$ cat src/rtl/pool_result_drain.sv
// pool_result_drain: de-skews column-staggered pooling results into a row
// FIFO and streams each row out as col/beat_cols valid/ready beats.
//
// Ports:
//   clk, nrst      clock; synchronous active-high reset
//   pool_data[j]   column j result, valid when pool_done[j]
//   pool_done[j]   column j strobe, j cycles after column 0 of the same row
//   out_ready      downstream accepts the current beat
//   clear_ovf      clears the sticky overflow flag
//   out_valid      a beat is presented
//   out_data       beat payload, lowest column in the LSBs
//   out_last       final beat of the row
//   out_row_idx    16-bit index of the row being emitted
//   overflow       sticky: a row was dropped because the FIFO was full
//   busy           a row is in flight or buffered

module pool_result_drain #(
  parameter int data_width = 16,
  parameter int col        = 32,
  parameter int beat_cols  = 8,
  parameter int fifo_depth = 4
) (
  input  logic                            clk,
  input  logic                            nrst,
  input  logic [data_width-1:0]           pool_data [col],
  input  logic                            pool_done [col],
  input  logic                            out_ready,
  input  logic                            clear_ovf,
  output logic                            out_valid,
  output logic [beat_cols*data_width-1:0] out_data,
  output logic                            out_last,
  output logic [15:0]                     out_row_idx,
  output logic                            overflow,
  output logic                            busy
);

  localparam int beats  = col / beat_cols;
  localparam int ptr_w  = $clog2(fifo_depth);
  localparam int cnt_w  = $clog2(fifo_depth + 1);
  localparam int beat_w = (beats > 1) ? $clog2(beats) : 1;
  localparam int row_w  = col * data_width;
  localparam int bw     = beat_cols * data_width;

  typedef logic [ptr_w-1:0] ptr_t;
  typedef logic [cnt_w-1:0] cnt_t;

  localparam logic [cnt_w:0]    depth_c = (cnt_w+1)'(fifo_depth);
  localparam logic [beat_w-1:0] last_c  = beat_w'(beats - 1);

  logic [row_w-1:0] mem [fifo_depth];
  logic [row_w-1:0] rd_row;

  ptr_t              alloc_ptr;
  ptr_t              rd_ptr;
  cnt_t              committed;
  cnt_t              inflight;
  logic [beat_w-1:0] beat;

  // Slot and drop bit for a row travel down one stage per column, so
  // column j sees its row's slot exactly when pool_done[j] arrives.
  ptr_t pipe_slot [1:col-1];
  logic pipe_drop [1:col-1];

  ptr_t col_slot [col];
  logic col_drop [col];

  logic [cnt_w:0] occupancy;
  logic           admit;
  logic           drop;
  logic           commit;
  logic           last_beat;
  logic           fire;
  logic           pop;

  // Occupancy counts rows still in flight, so a row is only admitted
  // when every in-flight row is already guaranteed a slot.
  assign occupancy = {1'b0, committed} + {1'b0, inflight};
  assign admit     = pool_done[0] && (occupancy < depth_c);
  assign drop      = pool_done[0] && !admit;

  always_comb begin
    col_slot[0] = alloc_ptr;
    col_drop[0] = !admit;
    for (int j = 1; j < col; j++) begin
      col_slot[j] = pipe_slot[j];
      col_drop[j] = pipe_drop[j];
    end
  end

  assign commit    = pool_done[col-1] && !col_drop[col-1];
  assign last_beat = (beat == last_c);
  assign out_valid = (committed != '0);
  assign fire      = out_valid && out_ready;
  assign pop       = fire && last_beat;
  assign out_last  = out_valid && last_beat;
  assign busy      = (committed != '0) || (inflight != '0);

  assign rd_row = mem[rd_ptr];

  always_comb begin
    out_data = '0;
    for (int b = 0; b < beats; b++) begin
      if (out_valid && (beat == beat_w'(b))) begin
        out_data = rd_row[b*bw +: bw];
      end
    end
  end

  always_ff @(posedge clk) begin
    if (!nrst) begin
      for (int j = 0; j < col; j++) begin
        if (pool_done[j] && !col_drop[j]) begin
          mem[col_slot[j]][j*data_width +: data_width] <= pool_data[j];
        end
      end
    end
  end

  always_ff @(posedge clk) begin
    if (nrst) begin
      alloc_ptr   <= '0;
      rd_ptr      <= '0;
      committed   <= '0;
      inflight    <= '0;
      beat        <= '0;
      out_row_idx <= '0;
      overflow    <= 1'b0;
      // Drop bits come out of reset set, so late strobes of a row that
      // was in flight at reset are ignored rather than committed.
      for (int j = 1; j < col; j++) begin
        pipe_slot[j] <= '0;
        pipe_drop[j] <= 1'b1;
      end
    end else begin
      pipe_slot[1] <= col_slot[0];
      pipe_drop[1] <= col_drop[0];
      for (int j = 2; j < col; j++) begin
        pipe_slot[j] <= pipe_slot[j-1];
        pipe_drop[j] <= pipe_drop[j-1];
      end

      if (admit) begin
        alloc_ptr <= alloc_ptr + 1'b1;
      end

      inflight  <= inflight + cnt_t'(admit) - cnt_t'(commit);
      committed <= committed + cnt_t'(commit) - cnt_t'(pop);

      if (fire) begin
        beat <= last_beat ? '0 : beat + 1'b1;
      end

      if (pop) begin
        rd_ptr      <= rd_ptr + 1'b1;
        out_row_idx <= out_row_idx + 16'd1;
      end

      if (drop) begin
        overflow <= 1'b1;
      end else if (clear_ovf) begin
        overflow <= 1'b0;
      end
    end
  end

endmodule
$ cat config.mk
export PLATFORM = sky130hd
export DESIGN_NAME = pool_result_drain
export DESIGN_NICKNAME = d
export VERILOG_FILES = /design/src/rtl/pool_result_drain.sv
export SDC_FILE = /design/constraint.sdc
export NUM_CORES = 2
export LEC_CHECK = 0
export ABC_AREA = 1
export BUFFER_PORTS_ARGS = -buffer_cell sky130_fd_sc_hd__buf_2
export CAP_MARGIN = 20
export CORE_MARGIN = 2
export CORE_UTILIZATION = 30
export DETAILED_ROUTE_END_ITERATION = 7
export SLEW_MARGIN = 10
export SYNTH_ARGS = -nofsm -noshare
export SYNTH_HDL_FRONTEND = slang
export SYNTH_SLANG_ARGS = --single-unit
export TNS_END_PERCENT = 20
$ cat constraint.sdc
create_clock -name clk -period 3.25 [get_ports clk]
set_input_delay 0.65 -clock clk [delete_from_list [all_inputs] [get_ports clk]]
set_output_delay 0.65 -clock clk [all_outputs]
set_load 0.01 [all_outputs]
**After elaboration in Yosys (flattened, before gate mapping)**

Memory sizes are Yosys's and may differ from the RTL's. A register that Yosys moved wholly into a read port is not among the register bits.
Cells that the tools add are included.

- Flip-flop bits (word level): 29
- RAM bits: 2141
- Input port bits: 548
- Output and inout port bits: 148
- Memories kept: 3

- Add/sub/neg operators: 9
- Magnitude comparators: 1
- Equality and inequality tests: 3
- Muxes and demuxes: 170
- Bitwise gates (word level): 62
- Reduce and logical (&&, ||, !) cells: 77

Memory list:

| memory | depth | width | rd ports | clocked after Yosys merged registers in | write ports | line | RTL |
|---|---|---|---|---|---|---|---|
| mem | 4 | 512 | 1 | 1 | 32 | 50 | `logic [row_w-1:0] mem [fifo_depth];` |
| pipe_slot | 31 | 2 | 31 | 0 | 31 | 61 | `ptr_t pipe_slot [1:col-1];` |
| pipe_drop | 31 | 1 | 31 | 0 | 31 | 62 | `logic pipe_drop [1:col-1];` |

Operator list:

| kind | number |
|---|---|
| $mux W128 | 4 |
| $mux W1 | 132 |
| $mux W2 | 34 |
| $or A1 B1 Y1 | 62 |
| $logic_and A1 B1 Y1 | 40 |
| $logic_not A1 Y1 | 32 |
| $add A16 B1 Y16 const B | 1 |
| $add A2 B1 Y2 const B | 3 |
| $add A3 B1 Y3 | 2 |
| $reduce_bool A3 Y1 | 2 |
| $sub A3 B1 Y3 | 2 |
| $add A3 B3 Y4 | 1 |
| $eq A2 B2 Y1 const B | 2 |
| $lt A4 B3 Y1 const B | 1 |
| $eq A2 B1 Y1 const B | 1 |
| $logic_not A2 Y1 | 1 |
| $reduce_bool A2 Y1 | 1 |
| $logic_or A1 B1 Y1 | 1 |

**Longest topological paths before layout**

- Depth in word-level cells: 7
- Depth in mapped cells: 13
- Mapped depth without buffers: 10

**Worst setup path before layout**

No wires, ideal clock.

- Path type: input to register
- From: input nrst
- To: memory mem[0][192] (netlist bit), enable pin
- Setup time: 409 ps
- Arrival time: 2332 ps
- Data required time: 2841 ps
- Path slack: 508 ps
- Stages: 4
- Path through: clkinv_1 > clkbuf_1 > nand3_1 > nor3_1

RTL lines:

| what | line | RTL |
|---|---|---|
| from (decl) | 24 | `input logic nrst,` |
| to (decl) | 50 |  |

==> impl_results.md <==
* Failing checks: negative setup slack
* Hold_ws at 0.110 ns
* Synthesized area per cell at between 10 and 15 sq um
* Initial Util at 30.2%
* Most frequent cells in the layout: edfxtp_1 (2048), nand2_1 (1637), nor2_1 (1034)
* Post-route ant nets at 0
* Area of the mapped netlist at 88000 sq um
* Area delta synth->final at 32.3%
* Die width at 545 um
* Synth unique cells at 32
* Pwr dens at 499 nW/um^2
* GRT Overall Usage at 20.9%
* Slew headroom at about 58%
* FF+latch count, synth at 2172
* Net Sw Frac at 20.4%
* Global-route wire length before repair at 453000 um
* CTS Buffer Depth at 4
* Number of fill cells in the layout at 27203
* CP required at 2.60 ns
* Hold Crit Start: nrst
* Logic pwr share at under 10%
* Site Rows at 198
* Crit. End Element: output port
* Layout Cells excl Fill at 13355
* Number of DRC markers in iteration 0 at ~6700
* Final Hold Fails at 0
* Num Clock Sinks at 2172
* Clk pwr share at 44.5%
* Final min period at roughly 3.6 ns
* H-tree Lvls at 4
* Slew Viols, Final at 0
* Dpl ws at 0.172 ns
* Outcome: complete, but fails checks
* Measured slew at the worst slew-check pin at 0.622 ns
* Syn Nets at around 8300
* First-pass iteration count of the detailed router at 6
* Clk_lat worst skew at 0.92 ns
* Nets at 9721
* Int Pwr at between 40000 and 50000 uW
* Crit path kind: register to output port
* Initial antenna violation count at 176
* Reg clk slew, reported paths at 0.07 ns
* Critical path startpoint category: register
* Seq pwr share at between 50% and 60%
* Vias at 65405
* Share of layout cells above drive strength 1 at 20.7%
* Hold Path Depth at 3
* Fmax at 0.277 GHz
* CTS Buf Count at around 230
* Endpoints failing setup at 128
* Vias in the first global route at 63186
* Reg2Reg Launch Point: committed[2]$_SDFF_PP0_
* Port bufs at 695
* Max rail drop VDD at ~0.00048 V
* Core ar. at 291000 sq um
* Number of max-cap violations at 0
* DR vias/cell at 4.90
* Mapped Cells at between 7000 and 8000
* Worst hold-check path type: input port to register
* DRC violations left at 0
* Largest net degree at the start of global routing at 75
* Switching power at 11900 uW
* Clk_skew at 0.0631 ns
* Die Y at 545 um
* Setup ws final at -0.364 ns
* Post-DP HPWL at 210000 um
* Worst-path maximum fanout at 8
* Total power at 58100 uW
* Most common cell after layout, fill and taps aside: edfxtp_1
* Static leakage at 0.0445 uW
* RSZ-0062 raised after global routing: yes
* Yosys warning total at 0
* Die Area at 298000 sq um
* Post-layout util at 39.9%
* Register-to-Register Path Depth at 9
* Crit path DAT at about 3.0 ns
* Avg WL per Cell at 24.4 um
* IO Pins at between 600 and 700
* Root buffer cell: clkbuf_16
* Routed wire length at 326000 um
* Routability cong. at between 0.8 and 0.9
* Cells after DPL at 12170
* Sequential element share of the synthesized area at about 73%
* Tcrit/Tclk final at 111%
* GRT overflow at 0
* CTS tree: yes
metal layers:
metal	up-vias	part of all wire (%)	global-route usage [%]	routed length (um)
met1	32004	37	25.5	122000
met5	-	0.16	0	532
met3	757	8.4	4.16	27500
met2	3088	48	35.4	158000
li1	29474	-	-	-
met4	82	5.7	10.4	18600
area by class of cell:
cell class / count / area (sq um) / share of cell area (%)
diodes: 111 / 278 / 0.239
clock buffers: 292 / 6110 / 5.25
clock inverters: 130 / 1230 / 1.06
inverters: 607 / 2360 / 2.03
multi-input cells: 4468 / 21600 / 18.6
flip-flops and latches: 2172 / 64000 / 55.0
well taps: 3900 / 4880 / 4.19
repair buffers: 1669 / 15800 / 13.6
repair inverters: 6 / 73.8 / 0.0634
synth_stat cells:
| master | number | area (sq um) |
|---|---|---|
| buf_6 | 40 | 450 |
| clkbuf_1 | 217 | 815 |
| nand3_1 | 413 | 2070 |
| nand2_2 | 2 | 12.5 |
| dfxtp_1 | 124 | 2480 |
| buf_2 | 114 | 571 |
| inv_4 | 1 | 6.26 |
| xor2_1 | 3 | 26.3 |
| o21ai_1 | 320 | 1600 |
| or2_2 | 2 | 12.5 |
| buf_4 | 30 | 225 |
| edfxtp_1 | 2048 | 61500 |
| nand4_1 | 3 | 18.8 |
| fa_1 | 2 | 40.0 |
| a21oi_1 | 15 | 75.1 |
| clkinv_1 | 1 | 3.75 |
| ha_1 | 15 | 188 |
| o21ai_0 | 467 | 2340 |
| and3_1 | 1 | 6.26 |
| o22ai_1 | 128 | 801 |
| inv_1 | 604 | 2270 |
| buf_8 | 3 | 45.0 |
| o211ai_1 | 87 | 653 |
| nor2_1 | 1054 | 3960 |
| buf_1 | 37 | 139 |
| xnor2_1 | 2 | 17.5 |
| a211oi_1 | 1 | 7.51 |
| nand2_1 | 1767 | 6630 |
| inv_2 | 1 | 3.75 |
| nor3_1 | 129 | 646 |
| a31oi_1 | 56 | 350 |
| o21bai_1 | 1 | 7.51 |
what timing repair did:
item                                   in CTS  in global routing
pin swaps                                  41                101
setup endpoints to repair                 129                129
hold buffers                              513                  0
cloned                                     60                 23
resized for setup                         341                290
endpoints found under the hold margin    2049                  0
buffers inserted                           45                 20
state kept, by name (all words and copies together), names as in the netlist, named ones only:
register and flops:
pipe_drop 31, mem 2048, overflow 1, inflight 3, out_row_idx 16, alloc_ptr 2, beat 2, committed 3
rd_ptr 2, pipe_slot 62
worst max-delay path: stages, from the launching register on:
cell	delay, ns
dfxtp_4	0.36
buf_12	0.16
buf_16	0.16
buf_16	0.17
buf_16	0.17
buf_12	0.16
clkbuf_16	0.16
nand2_1	0.06
nand3_1	0.13
a31oi_4	0.21
nand2_4	0.08
nand2_1	0.07
buf_2	0.13
power by group through the flow:
stage	clock, uW	combinational (uW)	sequential [uW]
6_report	25900	1550	30700
5_1_grt	27300	1640	30700
4_1_cts	26200	1530	30700
3_5_place_dp	0	861	31300
3_3_place_gp	0	803	31300
2_1_floorplan	0	145	31300
kinds of logic (layout without fill, tap and decap cells):
| group | after synthesis | in the layout | synth area share (%) |
|---|---|---|---|
| DFF | 2172 | 2172 | 72.7 |
| and+or+nand+nor | 3371 | 3371 | 15.2 |
| adders and majority gates | 17 | 17 | 0.259 |
| other | 0 | 111 | 0 |
| xor gates and xnor gates | 5 | 5 | 0.0498 |
| AOI/OAI and AO/OA | 1075 | 1075 | 6.63 |
| buffers and inverters | 1048 | 2704 | 5.14 |
worst paths after layout:
path	endpoint	slack (ns)
setup / recovery	out_data[121]	-0.36
hold / removal	pipe_drop[1][0]$_DFF_P_	0.11
setup reg to reg	inflight[2]$_SDFF_PP0_	0.32
hold reg to reg	pipe_drop[1][6]$_DFF_P_	0.42
metrics by stage:
step / instance area, sq um / TNS, ns
final: 116000 / -29.43
after global routing: 116000 / -43.27
after CTS: 114000 / -40.22
after detailed placement: 98300 / 0
after global placement: 98300 / 0
after floorplan: 88000 / 0
(Power assumes the default switching activity.)
